### config.mk
export PLATFORM = sky130hd
export DESIGN_NAME = pio_sm_ctrl
export DESIGN_NICKNAME = d
export VERILOG_FILES = /design/src/rtl/pio_sm_ctrl.sv
export SDC_FILE = /design/constraint.sdc
export NUM_CORES = 1
export LEC_CHECK = 0
export ABC_CLOCK_PERIOD_IN_PS = 3200
export BUFFER_PORTS_ARGS = -buffer_cell sky130_fd_sc_hd__buf_2
export CAP_MARGIN = 30
export CORE_ASPECT_RATIO = 0.8
export CORE_MARGIN = 8
export CORE_UTILIZATION = 52
export CTS_CLUSTER_DIAMETER = 200
export DETAILED_ROUTE_END_ITERATION = 8
export PLACE_DENSITY = 0.78
export SETUP_SLACK_MARGIN = 0.3
export SLEW_MARGIN = 15
export SYNTH_ARGS = -nofsm -noshare
export SYNTH_HDL_FRONTEND = slang
export SYNTH_SLANG_ARGS = --single-unit
### constraint.sdc
create_clock -name clk -period 3.2 [get_ports clk]
set_input_delay 0.32 -clock clk [delete_from_list [all_inputs] [get_ports clk]]
set_output_delay 0.32 -clock clk [all_outputs]
set_load 0.02 [all_outputs]
### src/rtl/pio_sm_ctrl.sv
// Per-SM sequencing controller: fractional clock dividers that produce penable,
// restart pulses, and a single-slot immediate-instruction injector.
module pio_sm_ctrl #(
    parameter int NUM_SM = 4,
    parameter int SMW    = $clog2(NUM_SM)
) (
    input  logic                 clk,
    input  logic                 resetn,
    input  logic [NUM_SM-1:0]    en,
    input  logic [16*NUM_SM-1:0] div_int,
    input  logic [8*NUM_SM-1:0]  div_frac,
    input  logic [NUM_SM-1:0]    restart_stb,
    input  logic [NUM_SM-1:0]    clkdiv_restart_stb,
    input  logic [NUM_SM-1:0]    stalled,
    input  logic                 imm_valid,
    input  logic [SMW-1:0]       imm_sm,
    input  logic [15:0]          imm_instr,
    output logic                 imm_ready,
    output logic [NUM_SM-1:0]    penable,
    output logic [NUM_SM-1:0]    sm_reset,
    output logic [NUM_SM-1:0]    imm,
    output logic [15:0]          imm_instr_o
);

    typedef enum logic {
        IDLE = 1'b0,
        HOLD = 1'b1
    } state_t;

    state_t             state_q, state_d;
    logic [SMW-1:0]     imm_sm_q, imm_sm_d;
    logic [15:0]        imm_instr_q, imm_instr_d;
    logic [NUM_SM-1:0]  sm_reset_q, sm_reset_d;

    assign imm_ready   = (state_q == IDLE);
    assign imm_instr_o = imm_instr_q;
    assign sm_reset    = sm_reset_q;

    always_comb begin
        sm_reset_d = restart_stb;
    end

    // Immediate injector: a request parks in HOLD until its target SM is
    // neither stalled nor in its reset pulse; that cycle executes it.
    always_comb begin
        state_d     = state_q;
        imm_sm_d    = imm_sm_q;
        imm_instr_d = imm_instr_q;
        case (state_q)
            IDLE: begin
                if (imm_valid) begin
                    state_d     = HOLD;
                    imm_sm_d    = imm_sm;
                    imm_instr_d = imm_instr;
                end
            end
            HOLD: begin
                if (!stalled[imm_sm_q] && !sm_reset_q[imm_sm_q]) begin
                    state_d = IDLE;
                end
            end
            default: state_d = IDLE;
        endcase
    end

    always_ff @(posedge clk or negedge resetn) begin
        if (!resetn) begin
            state_q     <= IDLE;
            imm_sm_q    <= '0;
            imm_instr_q <= '0;
            sm_reset_q  <= '0;
        end else begin
            state_q     <= state_d;
            imm_sm_q    <= imm_sm_d;
            imm_instr_q <= imm_instr_d;
            sm_reset_q  <= sm_reset_d;
        end
    end

    generate
        for (genvar gi = 0; gi < NUM_SM; gi++) begin : g_div
            logic [16:0] cnt_q, cnt_d;
            logic [7:0]  acc_q, acc_d;
            logic [8:0]  frac_sum;
            logic [16:0] period;
            logic        cnt_is_one;

            assign frac_sum   = {1'b0, acc_q} + {1'b0, div_frac[8*gi +: 8]};
            assign period     = (div_int[16*gi +: 16] == 16'd0) ? 17'h10000
                                                                 : {1'b0, div_int[16*gi +: 16]};
            assign cnt_is_one = (cnt_q == 17'd1);

            assign imm[gi]     = (state_q == HOLD) && (imm_sm_q == SMW'(gi));
            // resetn term keeps penable low while reset is held, even though cnt rests at 1
            assign penable[gi] = resetn && en[gi] && cnt_is_one && !sm_reset_q[gi] && !imm[gi];

            // The divider is frozen during the sm_reset cycle so the restarted
            // SM steps on its first cycle out of reset.
            always_comb begin
                cnt_d = cnt_q;
                acc_d = acc_q;
                if (restart_stb[gi] || clkdiv_restart_stb[gi]) begin
                    cnt_d = 17'd1;
                    acc_d = 8'd0;
                end else if (en[gi] && !sm_reset_q[gi]) begin
                    if (cnt_is_one) begin
                        cnt_d = period + {16'd0, frac_sum[8]};
                        acc_d = frac_sum[7:0];
                    end else begin
                        cnt_d = cnt_q - 17'd1;
                    end
                end
            end

            always_ff @(posedge clk or negedge resetn) begin
                if (!resetn) begin
                    cnt_q <= 17'd1;
                    acc_q <= 8'd0;
                end else begin
                    cnt_q <= cnt_d;
                    acc_q <= acc_d;
                end
            end
        end
    endgenerate

endmodule

Word-level counts from Yosys, hierarchy flattened:

Cells that the tools add are included.
W data, S select, Z words.

* output and inout port bits: 29
* bits in registers: 123

* eq/ne operators: 7
* muxes and demuxes: 35
* order comparisons: 1
* bitwise operators: 1
* reductions and logical operators: 57
* add/subtract/negate cells: 12

Operator list (number)
* $mux W17: 16
* $mux W8: 12
* $add A17 B1 Y17: 4
* $eq A17 B1 Y1 const B: 4
* $sub A17 B1 Y17 const B: 4
* $logic_not A16 Y1: 4
* $add A8 B8 Y9: 4
* $logic_and A1 B1 Y1: 25
* $reduce_bool A2 Y1: 8
* $logic_not A1 Y1: 10
* $reduce_and A2 Y1: 5
* $bmux W1 S2: 2
* $eq A2 B2 Y1 const B: 2
* $logic_or A1 B1 Y1: 4
* $mux W1: 4
* $lt A2 B3 Y1 const B: 1
* $eq A2 B1 Y1 const B: 1
* $logic_not A2 Y1: 1
* $pmux W1 S2: 1
* $not A1 Y1: 1

Logic depth before layout (Yosys ltp):

Gate-level depths: netlist of run 1.

* depth after elaboration: 6
* depth in mapped cells: 16
* depth with buffers taken out: 15

Worst setup path before layout of run 1:

Ideal clock, no wire load.

* path kind: register to register
* start: reg g_div[1].acc_q[0]
* end: reg g_div[1].cnt_q[14]
* required time: 3081 ps
* arrival: 2846 ps
* stages on the path, launching flop included: 16
* setup slack: 235 ps
* period minus slack after synthesis: 2965 ps
* setup time: 119 ps
* path through: dfrtp_1 > ha_1 > inv_1 > fa_1 > nor2b_1 > o31a_1 > nor3_1 > o21bai_1 > a21o_1 > ha_1 > ha_1 > nand3_1 > nor4_1 > xor2_1 > a22oi_1 > a21bo_2

* cells in the longest elaborated chain, start to end: 5

Ends and longest elaborated chain
* from (decl): line 83 `logic [7:0] acc_q, acc_d;`
* from (signal assigned): line 118 `acc_q <= 8'd0;`
* from (signal assigned): line 121 `acc_q <= acc_d;`
* $add A8 B8 Y9: line 88 `assign frac_sum = {1'b0, acc_q} + {1'b0, div_frac[8*gi +: 8]};`
* $add A17 B1 Y17: line 107 `cnt_d = period + {16'd0, frac_sum[8]};`
* $mux W17: line 106 `if (cnt_is_one) begin`
* $mux W17: line 105 `end else if (en[gi] && !sm_reset_q[gi]) begin`
* $mux W17: line 102 `if (restart_stb[gi] || clkdiv_restart_stb[gi]) begin`
* to (signal assigned): line 120 `cnt_q <= cnt_d;`
* to (decl): line 82 `logic [16:0] cnt_q, cnt_d;`

Every way passes these cells. The select of a mux whose other input is x is not followed.
A chain may end at the register's enable or synchronous reset.

Final worst setup path of run 1:

* start: reg g_div[0].acc_q[0]
* end: reg g_div[0].cnt_q[9]

* cells in the longest elaborated chain, start to end: 5

Ends and longest elaborated chain (line)
* from (decl): 83
* from (signal assigned): 118
* from (signal assigned): 121
* $add A8 B8 Y9: 88
* $add A17 B1 Y17: 107
* $mux W17: 106
* $mux W17: 105
* $mux W17: 102
* to (signal assigned): 120
* to (decl): 82

Every way passes these cells. The select of a mux whose other input is x is not followed.

==> flow_summary.yaml, run 1 <==
synth:
  synth_seq_area_share_pct: 33.1
  syn_area_per_cell_um2: 8.71
  synth.most_common_cell: "dfrtp_1"
  synth_top_family_by_area: "simple AND/OR/NAND/NOR gates"
  async_flop_share_pct: 100
  synthSimpleGateAreaFrac_pct: 25.7
  synth_top_cell_area_share_pct: 31.9
  synthTopCellsByArea: "dfrtp_1 32%, ha_1 6.4%, xnor2_1 4.0%"
  yosys_warnings: 0
  synth_adder_area_share_pct: 7.30
  synth_cell_types: 78
  synth_compound_area_share_pct: 19.4
  synth-xor-area-share_pct: 6.58
  synth_edf_count: 0
  synth_nets: 1255
  synthMuxAreaShare_pct: 4.11
  synth-main-ff-cell: "dfrtp_1"
  ys_ff_latch: 123
  synth_commonest_cells: "119 x dfrtp_1, 86 x nand2_1, 75 x nor2_1"
  netlist_instances: 1070
  netlist_area_um2: 9320
  yosys.area.top_type: "dfrtp_1"
timing:
  finalSetupViolCount: 0
  finalHoldViolCount: 0
  tightest_slew_ps: 1040
  slew_headroom_pct: 30.6
  fin_hold_ws_ps: 35.5
  period_share_pct: 96.5
  post-route-min-period_ps: 3090
  fin_tns_setup_ps: 0
  rsz0062_at_grt: "true"
  final_max_slew_viol_count: 0
  skew_ps: 7.71
  clock.fmax_mhz: 324
  setup_slack_ps: 112
power:
  leakage_nw: 5.27
  p_switching_w: 0.00195
  p_int_w: 0.00381
  seqPwrFrac_pct: 32.6
  comb_power_share_pct: 30.7
  switching_share_pct: 33.9
  clockPowerShare_pct: 36.8
  ir_worst_vdd_mv: 0.258
  power_per_cell_area_nw_per_um2: 481
grt:
  grt_pass1_wl_mm: 44.9
  grt.overflow.total: 0
  track_usage_pct: 23.8
  grt_max_degree: 51
  antenna_found_initial: 2
  grt_pass1_vias: 8822
clocking:
  clk_latency_ps: 410
  clk_pin_slew_ps: 60
  clockBufferDepth: 2
  h-tree-depth: 4
  cts_made_buffers: 17
  cts_root_buffer: "clkbuf_16"
  cts_sinks: 123
  cts_tree: "yes"
floorplan:
  io_pins: 162
  die_width_um: 166
  die_h_um: 136
  core_area_um2: 17400
  fp-row-count: 43
  initial_core_util_pct: 53.5
  dieArea_um2: 22500
cells_and_area:
  nets: 1443
  syn_to_final_growth_pct: 28.5
  drive_above_1_share_pct: 30.6
  fillers: 1347
  multiInputGateArea_um2: 6550
  ff_latch_area_um2: 3080
setup_path:
  critPathSlowestCell: "dfrtp_1"
  critPathCaptureType: "flip-flop"
  worst_setup_path_start_kind: "flip-flop"
  crit_chain: "ha_2, inv_2, fa_2, nor2b_4, o31a_1, o31a_1, o21ai_1, nand2b_1, ha_2, nand4_1, nor2_2, and3_1, xnor2_1, a2111oi_2"
  crit_type: "flip-flop to flip-flop"
  cp_max_fo: 4
  required_ps: 3490
  max_stage_delay_ps: 390
  cp.arrival_ps: 3380
drt:
  postRouteAntennaNets: 0
  via_per_inst: 6.38
  drt_iter0_drc: 1189
  drc: 0
  num_vias: 9547
  routed_wl_mm: 28.8
  drt_first_pass_iters: 6
  wl_per_cell_um: 19.2
placed_design:
  port_buffers: 161
  place_ws_ps: 19.3
  dp_hpwl_mm: 19.7
  gp_congestion: 0.950
outcome:
  status: "complete, no violations"
hold_path:
  min_path_type: "input port to flip-flop"
job:
  maxCapViolations: 0
## flip-flops by register name, summed over array words and instances (netlist names)
name         count
g_div.acc_q     32
g_div.cnt_q     68
imm_instr_o     16
imm_sm_q         2
sm_reset         4
state_q          1
## placed cells by master, fill, tap and decap left out, types with 19 or more instances in the layout
master,n
inv_1,35
nand2_1,84
nand3_1,38
nand4_1,24
xor2_1,22
o21ai_0,62
xnor2_1,31
ha_1,34
a21oi_1,41
buf_4,49
a22o_1,19
buf_2,160
nor3_1,46
nor4_1,38
nor2_1,67
dfrtp_1,119
## worst max-delay path: cells and delay by family (launching register included)
kind	cells	cell delay [ps]
buffers and inverters	1	60
AOI/OAI and AO/OA	4	1120
DFF	1	390
xor gates and xnor gates	1	160
adders and majority gates	3	640
and+or+nand+nor	5	590
## logic make-up after synthesis
| group | Yosys count |
|---|---|
| AND/OR/NAND/NOR | 435 |
| AO/OA/AOI/OAI | 266 |
| flip-flops | 123 |
| buffers and inverters | 88 |
| XOR/XNOR | 70 |
| adder cells (fa/ha/maj) | 52 |
| multiplexers | 36 |
## power by group through the flow
stage | Sequential, W | Combinational [W] | Clock [W]
2_1_floorplan | 0.00199 | 0.00100 | 0
6_report | 0.00187 | 0.00177 | 0.00212
3_3_place_gp | 0.00189 | 0.00165 | 0
5_1_grt | 0.00190 | 0.00191 | 0.00221
4_1_cts | 0.00187 | 0.00170 | 0.00214
3_5_place_dp | 0.00190 | 0.00167 | 0
## final timing paths
check | start | endpoint | slack (ps) | cells past startpoint
max in group asynchronous | resetn | state_q | 1820 | 3
min reg2reg | imm_instr_o[15] | imm_instr_o[15] | 500 | 1
max reg2reg | g_div[0].acc_q[0] | g_div[0].cnt_q[9] | 110 | 14
min | restart_stb[1] | sm_reset[1] | 40 | 1
min in group asynchronous | resetn | imm_instr_o[0] | 370 | 2
max | g_div[0].acc_q[0] | g_div[0].cnt_q[9] | 110 | 14
## layout make-up
class                      instances  area share [%]
tap                              225            2.35
multi-input combinational        859            54.7
antenna                            1          0.0209
inverter                          39            1.22
clock buffer                      22            4.04
sequential                       123            25.7
clock inverter                     9            1.34
timing repair buffer             218            10.6
## repair_timing
| action | CTS | global route |
|---|---|---|
| setup buffers | 12 | 18 |
| resized for setup | 51 | 91 |
| hold buffers | 1 | 0 |
| endpoints found under the setup margin | 44 | 53 |
| pin swaps | 28 | 84 |
| hold endpoints to repair | 30 | 0 |
## through the flow
stage / cell area (um^2) / cells / power, W / util (%)
after floorplan: 9330 / 1070 / 0.00299 / -
after global placement: 10400 / 1433 / 0.00354 / 59.7
after detailed placement: 10400 / 1433 / 0.00357 / 59.7
after CTS: 11400 / 1477 / 0.00571 / 65.1
after global routing: 12000 / 1496 / 0.00601 / 68.7
final: 12000 / 1496 / 0.00576 / 68.7
## metal layers
layer	share of wire, %	GRT usage (%)	wire length [um]	vias up
li1	-	-	-	4435
met1	44	32.9	12700	4588
met2	47	37.6	13500	461
met3	7.1	4.09	2050	61
met4	1.9	7.19	553	2
met5	0.028	0	8	-
(Power assumes the default switching activity.)
==> run 2: changes to the inputs <==
--- a/config.mk
+++ b/config.mk
@@ -5,15 +5,15 @@
 export SDC_FILE = /design/constraint.sdc
 export NUM_CORES = 1
 export LEC_CHECK = 0
-export ABC_CLOCK_PERIOD_IN_PS = 3200
+export ABC_CLOCK_PERIOD_IN_PS = 3650
 export BUFFER_PORTS_ARGS = -buffer_cell sky130_fd_sc_hd__buf_2
 export CAP_MARGIN = 30
 export CORE_ASPECT_RATIO = 0.8
 export CORE_MARGIN = 8
-export CORE_UTILIZATION = 52
+export CORE_UTILIZATION = 60
 export CTS_CLUSTER_DIAMETER = 200
 export DETAILED_ROUTE_END_ITERATION = 8
-export PLACE_DENSITY = 0.78
+export PLACE_DENSITY = 0.85
 export SETUP_SLACK_MARGIN = 0.3
 export SLEW_MARGIN = 15
 export SYNTH_ARGS = -nofsm -noshare
==> constraint.sdc (replaced) <==
create_clock -name clk -period 3.65 [get_ports clk]
set_input_delay 0.365 -clock clk [delete_from_list [all_inputs] [get_ports clk]]
set_output_delay 0.365 -clock clk [all_outputs]
set_load 0.02 [all_outputs]
==> run 2 against run 1 <==
Effect of this change:
- sequential share of layout area grew 2.5 points
- largest cell class unchanged
- largest power group unchanged
- register-to-register slack gained 380 ps
- clock-buffer cell count is the same
==> flow_summary.yaml, run 2 (synthesized netlist as in run 1, its figures left out) <==
setup_path:
  r2r_start: "g_div[1].acc_q[0]"
  endpoint: "g_div[1].cnt_q[14]"
  r2r_end: "g_div[1].cnt_q[14]"
  required_ps: 3960
  r2r_cells: 15
  worst_setup_path_start_kind: "flip-flop"
  rrSetupSlack_ps: 500
  cp-startpoint: "g_div[1].acc_q[0]"
  crit_type: "flip-flop to flip-flop"
  critPathCaptureType: "flip-flop"
  cp_max_fo: 6
  cp.arrival_ps: 3460
cells_and_area:
  fillers: 1174
  diodes: 0
  syn_to_final_growth_pct: 17.2
  nets: 1398
  post-route-util_pct: 72.3
  final_cell_mix: "160 x buf_2, 119 x dfrtp_1, 86 x nand2_1, 74 x nor2_1, 69 x o21ai_0"
  finalInstanceArea_um2: 10900
  final_common_cell: "buf_2"
  top_register: "g_div.cnt_q"
  largest_reg_flops: 68
  drive_above_1_share_pct: 21.5
placed_design:
  gp_congestion: 0.934
  port_buffers: 161
  placed_area_um2: 10300
  dp_hpwl_mm: 19.5
drt:
  drt_iter0_drc: 1088
  num_vias: 9320
  postRouteAntennaNets: 0
  via_per_inst: 6.49
  drc: 0
  drt_first_pass_iters: 6
  wl_per_cell_um: 18.7
  routed_wl_mm: 26.8
job:
  maxCapViolations: 0
power:
  finalPower_w: 0.00479
  leakage_nw: 4.81
  ir_worst_vdd_mv: 0.317
  power_per_cell_area_nw_per_um2: 438
timing:
  finalSetupViolCount: 0
  tightest_slew_ps: 968
  rsz0062_at_grt: "false"
  post-route-min-period_ps: 3150
  slew_headroom_pct: 34.9
  skew_ps: 7.47
  clock.fmax_mhz: 317
  fin_tns_setup_ps: 0
  finalHoldViolCount: 0
  final_max_slew_viol_count: 0
  period_share_pct: 86.4
clocking:
  clk_latency_ps: 410
  cts_tree: "yes"
  cts_sinks: 123
  clockBufferDepth: 2
  cts_made_buffers: 17
  h-tree-depth: 4
  clk_pin_slew_ps: 60
  cts_root_buffer: "clkbuf_16"
grt:
  grt_max_degree: 48
  grt_pass1_vias: 8966
  antenna_found_initial: 1
  grt_pass1_wl_mm: 43.7
  track_usage_pct: 26.8
  grt.overflow.total: 0
floorplan:
  initial_core_util_pct: 61.7
  core_area_um2: 15100
  fp-row-count: 40
  die_width_um: 155
  die_h_um: 127
  dieArea_um2: 19800
  io_pins: 162
hold_path:
  whs_path_depth: 1
  min_path_type: "input port to flip-flop"
outcome:
  status: "complete, no violations"
## run 2: layout make-up
cell class	instances	area [um^2]	area share, %
clock inverter	10	115	1.05
multi-input combinational	859	5950	54.4
clock buffer	22	474	4.34
sequential	123	3080	28.2
tap	210	263	2.40
inverter	39	146	1.34
timing repair buffer	173	901	8.24
## run 2: worst min-delay path by stage
stage	from	endpoint
global placement	resetn	g_div[2].acc_q[4]
detailed placement	resetn	g_div[2].acc_q[4]
floorplan	resetn	g_div[0].acc_q[0]
global route	restart_stb[2]	sm_reset[2]
CTS	restart_stb[2]	sm_reset[2]
finish	restart_stb[2]	sm_reset[2]
## run 2: per-stage QoR
stage                     instances  hold WS [ps]  setup slack (ps)
after floorplan                1070          69.4               653
after global placement         1402           424               357
after detailed placement       1402           424               215
after CTS                      1435          72.4               300
after global routing           1436          82.4               282
final                          1436          86.1               496
## run 2: timing repair
| action | CTS | global route |
|---|---|---|
| pin swaps | 0 | 2 |
| endpoints found under the setup margin | 1 | 22 |
| gates resized for setup | 1 | 19 |
| buffers inserted | 0 | 1 |
| hold buffers | 1 | 0 |
| hold endpoints to repair | 40 | 0 |
## run 2: worst max-delay path: stages (launching register included)
cell and delay, ps:
dfrtp_1 350, ha_1 180, inv_1 50, fa_1 410, nor2b_2 150, o31a_1 180
nor3_1 80, o21bai_1 150, a21o_1 150, ha_1 220, ha_1 240, nand3_2 180
nor4_4 220, xor2_1 100, a22oi_1 170, a21bo_2 230
## run 2: where the power goes
| group | switching, W | leakage [nW] | internal, W | total [W] |
|---|---|---|---|---|
| Clock | 0.000619 | 0.283 | 0.00106 | 0.00168 |
| Combinational | 0.000904 | 2.89 | 0.000563 | 0.00147 |
| Sequential | 0.000129 | 1.64 | 0.00152 | 0.00164 |
| Total | 0.00165 | 4.81 | 0.00314 | 0.00479 |
## run 2: per-layer routing
layer | vias to the layer above | wire length, um | track usage, %
li1 | 4340 | - | -
met3 | 49 | 2590 | 7.68
met1 | 4397 | 11600 | 35.9
met2 | 532 | 12200 | 41.2
met4 | 2 | 414 | 7.86
met5 | - | 10 | 0
